### src/rtl/reduceron_console_tx.sv
// reduceron_console_tx
// Merges Reduceron console character writes and the final result line into a
// single ordered byte stream for the JTAG UART transmit side.
//
// Ports:
//   clock, reset   - system clock, asynchronous active-high reset
//   io_write       - core IO write strobe (one-cycle pulse)
//   io_addr        - core IO address; CHAR_ADDR selects a console write
//   io_wdata       - core IO write data, [7:0] is the character
//   finish, result - one-cycle finish pulse with the result value
//   tx_data        - byte to UART
//   tx_valid       - tx_data valid
//   tx_ready       - UART accepts the byte
//   overflow       - sticky: character dropped or finish ignored
//   busy           - anything still queued, formatting or being presented
//   fifo_level     - current character FIFO occupancy
module reduceron_console_tx #(
    parameter int FIFO_LOG2 = 4,
    parameter int CHAR_ADDR = 0,
    parameter int RESULT_W  = 18,
    parameter int DIGITS    = 5
) (
    input  logic                 clock,
    input  logic                 reset,
    input  logic                 io_write,
    input  logic [14:0]          io_addr,
    input  logic [14:0]          io_wdata,
    input  logic                 finish,
    input  logic [RESULT_W-1:0]  result,
    output logic [7:0]           tx_data,
    output logic                 tx_valid,
    input  logic                 tx_ready,
    output logic                 overflow,
    output logic                 busy,
    output logic [FIFO_LOG2:0]   fifo_level
);
    localparam int DEPTH = 1 << FIFO_LOG2;
    localparam int IW    = (DIGITS > 1) ? $clog2(DIGITS) : 1;
    localparam int HW    = 4 * DIGITS;

    localparam logic [1:0] S_IDLE  = 2'd0;
    localparam logic [1:0] S_DIGIT = 2'd1;
    localparam logic [1:0] S_CR    = 2'd2;
    localparam logic [1:0] S_LF    = 2'd3;

    logic [7:0]           mem [DEPTH];
    logic [FIFO_LOG2-1:0] wr_ptr, rd_ptr;
    logic [FIFO_LOG2:0]   count, count_next, drain_left;
    logic                 pending;
    logic [1:0]           state;
    logic [IW-1:0]        idx;
    logic [HW-1:0]        res_q;

    logic       push_req, push_ok, full, pop, load;
    logic       fmt_load, fmt_start, fin_ok;
    logic       ld_valid;
    logic [7:0] ld_byte, fmt_byte;
    logic       unused_wdata;

    assign unused_wdata = ^io_wdata[14:8];

    function automatic logic [7:0] hex(input logic [3:0] n);
        return (n < 4'd10) ? (8'h30 + {4'd0, n}) : (8'h37 + {4'd0, n});
    endfunction

    always_comb begin
        push_req  = io_write && (io_addr == 15'(CHAR_ADDR));
        full      = (count == (FIFO_LOG2 + 1)'(DEPTH));
        load      = !tx_valid || tx_ready;
        fin_ok    = finish && !pending && (state == S_IDLE);
        pop       = 1'b0;
        fmt_load  = 1'b0;
        fmt_start = 1'b0;
        ld_valid  = 1'b0;
        ld_byte   = 8'h00;

        case (state)
            S_DIGIT: fmt_byte = hex(res_q[idx*4 +: 4]);
            S_CR:    fmt_byte = 8'h0D;
            default: fmt_byte = 8'h0A;
        endcase

        // Priority: an active line finishes first; a pending result first
        // drains the characters that were queued ahead of it.
        if (load) begin
            if (state != S_IDLE) begin
                fmt_load = 1'b1;
                ld_valid = 1'b1;
                ld_byte  = fmt_byte;
            end else if (pending && drain_left != '0) begin
                pop      = 1'b1;
                ld_valid = 1'b1;
                ld_byte  = mem[rd_ptr];
            end else if (pending) begin
                fmt_start = 1'b1;
                ld_valid  = 1'b1;
                ld_byte   = hex(res_q[HW-1 -: 4]);
            end else if (count != '0) begin
                pop      = 1'b1;
                ld_valid = 1'b1;
                ld_byte  = mem[rd_ptr];
            end
        end

        // A pop frees a slot in the same cycle, so push at full is fine then.
        push_ok    = push_req && (!full || pop);
        count_next = count + {{FIFO_LOG2{1'b0}}, push_ok} - {{FIFO_LOG2{1'b0}}, pop};
    end

    always_ff @(posedge clock) begin
        if (push_ok) mem[wr_ptr] <= io_wdata[7:0];
    end

    always_ff @(posedge clock or posedge reset) begin
        if (reset) begin
            wr_ptr     <= '0;
            rd_ptr     <= '0;
            count      <= '0;
            drain_left <= '0;
            pending    <= 1'b0;
            state      <= S_IDLE;
            idx        <= '0;
            res_q      <= '0;
            tx_data    <= 8'h00;
            tx_valid   <= 1'b0;
            overflow   <= 1'b0;
        end else begin
            if (push_ok) wr_ptr <= wr_ptr + 1'b1;
            if (pop)     rd_ptr <= rd_ptr + 1'b1;
            count <= count_next;

            if (load) begin
                tx_valid <= ld_valid;
                if (ld_valid) tx_data <= ld_byte;
            end

            if ((push_req && !push_ok) || (finish && !fin_ok))
                overflow <= 1'b1;

            // drain_left counts what is left in the FIFO after this edge,
            // so a same-cycle character write is emitted before the result.
            if (fin_ok) begin
                pending    <= 1'b1;
                res_q      <= HW'(result);
                drain_left <= count_next;
            end else if (pending && pop) begin
                drain_left <= drain_left - 1'b1;
            end

            if (fmt_start) begin
                if (DIGITS > 1) begin
                    state <= S_DIGIT;
                    idx   <= IW'((DIGITS > 1) ? DIGITS - 2 : 0);
                end else begin
                    state <= S_CR;
                end
            end else if (fmt_load) begin
                case (state)
                    S_DIGIT: begin
                        if (idx == '0) state <= S_CR;
                        else           idx   <= idx - 1'b1;
                    end
                    S_CR:    state <= S_LF;
                    default: begin
                        state   <= S_IDLE;
                        pending <= 1'b0;
                    end
                endcase
            end
        end
    end

    assign busy       = pending || (state != S_IDLE) || (count != '0) || tx_valid;
    assign fifo_level = count;

endmodule

### config.mk
export PLATFORM = sky130hd
export DESIGN_NAME = reduceron_console_tx
export DESIGN_NICKNAME = d
export VERILOG_FILES = /design/src/rtl/reduceron_console_tx.sv
export SDC_FILE = /design/constraint.sdc
export NUM_CORES = 1
export LEC_CHECK = 0
export ABC_AREA = 1
export CAP_MARGIN = 15
export CORE_AREA = 2 2 155 157
export CTS_BUF_LIST = sky130_fd_sc_hd__clkbuf_8
export CTS_CLUSTER_DIAMETER = 30
export DETAILED_ROUTE_END_ITERATION = 6
export DIE_AREA = 0 0 157 159
export HOLD_SLACK_MARGIN = 0.12
export SLEW_MARGIN = 20
export SYNTH_ARGS = -nofsm -noshare
export SYNTH_HDL_FRONTEND = slang
export SYNTH_SLANG_ARGS = --single-unit
### constraint.sdc
create_clock -name clock -period 3.4 [get_ports clock]
set_clock_uncertainty 0.1 [all_clocks]
set_input_delay 0.51 -clock clock [delete_from_list [all_inputs] [get_ports clock]]
set_output_delay 0.51 -clock clock [all_outputs]
set_load 0.01 [all_outputs]
==> run_results.csv <==
group,metric,value,unit
worst_setup_path,arrival,3.37,ns
yosys,seq_area_frac_synth,0.637,
route,drtIter0Drc,299,
yosys,syn_area_per_cell,10.4,µm²
run_status,status,"complete, no violations",
worst_setup_path,crit_path_end_kind,"register",
grt,gr-usage-all-layers,0.155,
yosys,synth_area,8070,µm²
timing,slew_headroom,0.525,
power,max-vdd-ir-drop,321,µV
floorplanning,coreArea,23200,µm²
grt,use_met2,0.248,
worst_setup_path,reg2regPathDepth,17,
cts,postCtsSetupRepairBufs,0,
place,post-dp-hpwl,12700,µm
power,p_per_area,771,nW/µm²
yosys,postSynth.asyncResetShare,0.289,
place,place_inst,1157,
yosys,synth.distinct_cells,37,
cts,hold_buffers,0,
worst_setup_path,crit_buf_inv,3,
timing,rsz0062_at_grt,"false",
cts,cts_htree_levels,4,
worst_setup_path,worstSetupStartpointType,"register",
cts,clockRootBuffer,"clkbuf_8",
route,drc_errors,0,
worst_setup_path,reg2reg_to,"drain_left[4]$_DFFE_PP0P_",
cts,cts_inserted_buffers,17,
yosys,synth_mux_area_frac,0,
layout,area_growth,19.3,%
worst_setup_path,r2r-start,"fifo_level[2]$_DFF_PP0_",
layout,final_cell_count_no_fill,1189,
yosys,ys.warnings.count,0,
worst_setup_path,max_stage_delay,0.40,ns
floorplanning,rows,56,
yosys,synthAdderAreaFrac,0.0319,
timing,period_needed,3.11,ns
layout,num_antenna_cells,0,
route,wl_per_cell,15.7,µm
timing,maxSlewViolCount,0,
cts,cts_tree,"done",
yosys,synth_flop_cell,"edfxtp_1",
yosys,synth_top_area_share,0.476,
timing,max_freq,322,MHz
route,postRouteWirelength,18700,µm
worst_setup_path,slowest_stage,"fa_1",
layout,fin_util,0.415,
timing,finalSetupViolations,0,
yosys,yosys-top-cells-count,"143 x nand2_1, 128 x edfxtp_1, 122 x nor2_1",
yosys,synth_xor_area_frac,0.0141,
route,ant_nets,0,
yosys,yosysMostFrequentCell,"nand2_1",
floorplanning,dieArea,25000,µm²
worst_setup_path,cp-startpoint,"fifo_level[2]$_DFF_PP0_",
cts,clkLatencyLatePin,0.46,ns
layout,drive_gt1_frac,0.115,
grt,grt_max_degree,52,
floorplanning,dieHeight,159,µm
worst_setup_path,cp_cell_sequence,"inv_1 > ha_1 > nand4_1 > nand2_2 > nor2_4 > nand2_4 > nand2_2 > nand2_4 > ha_1 > inv_1 > ha_1 > inv_1 > fa_1 > o21ai_0 > xor2_1 > o211ai_1 > o21ai_1",
route,route.vias.total,5645,
grt,use_met3,0.0294,
grt,antenna_found_initial,0,
yosys,yosys.area.top_type,"edfxtp_1",
grt,grt_pass1_vias,5520,
worst_setup_path,worstSetupPathType,"reg2reg",
timing,worstMarginPinSlew,0.710,ns
worst_setup_path,r2r_slack,0.29,ns
flow_run,max-cap-violations,0,
yosys,synth_seq_cells,180,
yosys,yosys-top-cells-area,"edfxtp_1 48%, dfrtp_1 16%, nand2_1 6.6%",
route,viasPerCell,4.75,
timing,period_share,0.914,
min_path,hold_path.class,"in2async",
yosys,synth_top_family_by_area,"simple AND/OR/NAND/NOR gates",
yosys,yosys.area_share.simple,0.172,
cts,clock_path_buffers,2,
floorplanning,io_pins,69,
worst_setup_path,crit_family,"adder cells",
worst_setup_path,critPathMaxFanout,5,
grt,grt.overflow.total,0,
yosys,synth_nets,849,
timing,hold_viol,0,
cts,cts.clk_slew.worst_paths,0.11,ns
power,p_leak,3.77,nW
grt,met1_usage,0.210,
route,firstDrtPassIters,5,
cts,cts_sinks,180,
floorplanning,die_x,157,µm
grt,busiest_layer,"met2",
worst_setup_path,crit_required,3.66,ns
place,port_buffers,61,
yosys,synth_compound_area_frac,0.0978,
layout,final_nets,930,
yosys,synthCells,776,
floorplanning,floorplan.initialDensity,0.348,
cts,cts_resized,0,
grt,grt_pass1_wl,29400,µm
place,globalplace.congestion,0.808,
yosys,synth_edf_count,128,
[worst max path at each step]
stage / end / cells past startpoint
6_report: drain_left[4]$_DFFE_PP0P_ / 17
4_1_cts: drain_left[4]$_DFFE_PP0P_ / 17
3_5_place_dp: drain_left[4]$_DFFE_PP0P_ / 15
2_1_floorplan: drain_left[4]$_DFFE_PP0P_ / 17
5_1_grt: drain_left[4]$_DFFE_PP0P_ / 17
3_3_place_gp: drain_left[4]$_DFFE_PP0P_ / 15
[worst register-to-register path: cells and delay by family (launching register included)]
kind	cells	cell delay, ns
compound gates	3	0.48
buf+inv	3	0.19
fa+ha+maj	4	1.05
xor+xnor	1	0.12
flops	1	0.38
simple gates	6	0.70
[final cells by class]
| class | count | area (µm²) |
|---|---|---|
| clock buffers | 17 | 234 |
| clock inverters | 15 | 228 |
| fillers | 2215 | 13600 |
| inverters | 62 | 235 |
| multi-input cells | 505 | 2550 |
| flip-flops and latches | 180 | 5150 |
| well taps | 319 | 399 |
| repair buffers | 91 | 836 |
[cells by family after synthesis]
| kind of cell | after synthesis |
|---|---|
| and+or+nand+nor | 331 |
| adders and majority gates | 20 |
| xor gates and xnor gates | 13 |
| buffers and inverters | 91 |
| AOI/OAI and AO/OA | 141 |
| DFF | 180 |
[layout by cell type, fill, tap and decap left out, types with 7 or more instances in the layout]
master and n:
dfrtp_1 51, nand4_1 7, clkbuf_8 17, clkdlybuf4s50_1 61, xor2_1 10, nand3_1 43
o21ai_1 29, o21ai_0 60, buf_4 30, edfxtp_1 128, nor2_1 122, inv_1 41
nand2_1 143, ha_1 19, a21oi_1 25, inv_2 19, o211ai_1 14
[metrics by stage]
step / worst slack [ns] / total power [W] / setup TNS [ns] / cell area [µm²] / hold slack, ns
4_1_cts: 0.238 / 0.00750 / 0 / 9630 / 0.186
3_3_place_gp: 0.0154 / 0.00581 / 0 / 9170 / 0.365
3_5_place_dp: -0.0335 / 0.00585 / -0.0335 / 9170 / 0.367
5_1_grt: 0.0424 / 0.00800 / 0 / 9630 / 0.184
2_1_floorplan: 0.510 / 0.00493 / 0 / 8070 / 0.349
6_report: 0.292 / 0.00743 / 0 / 9630 / 0.197
[power breakdown]
part | internal [W] | leakage (nW) | switching (W)
Combinational | 0.00105 | 1.77 | 0.00179
Clock | 0.000779 | 0.232 | 0.000872
Sequential | 0.00263 | 1.76 | 0.000309
[flip-flops by register name, indices dropped and copies added, names as in the netlist]
name / cells
idx: 3
res_q: 18
state: 2
tx_data: 8
drain_left: 5
fifo_level: 5
overflow: 1
rd_ptr: 4
wr_ptr: 4
pending: 1
mem: 128
tx_valid: 1
[per-layer routing]
metal	vias up	part of all wire
met2	138	0.48
met4	0	0.015
li1	2798	-
met5	-	0
met1	2691	0.46
met3	18	0.049
Power figures use the tool's default switching activity.
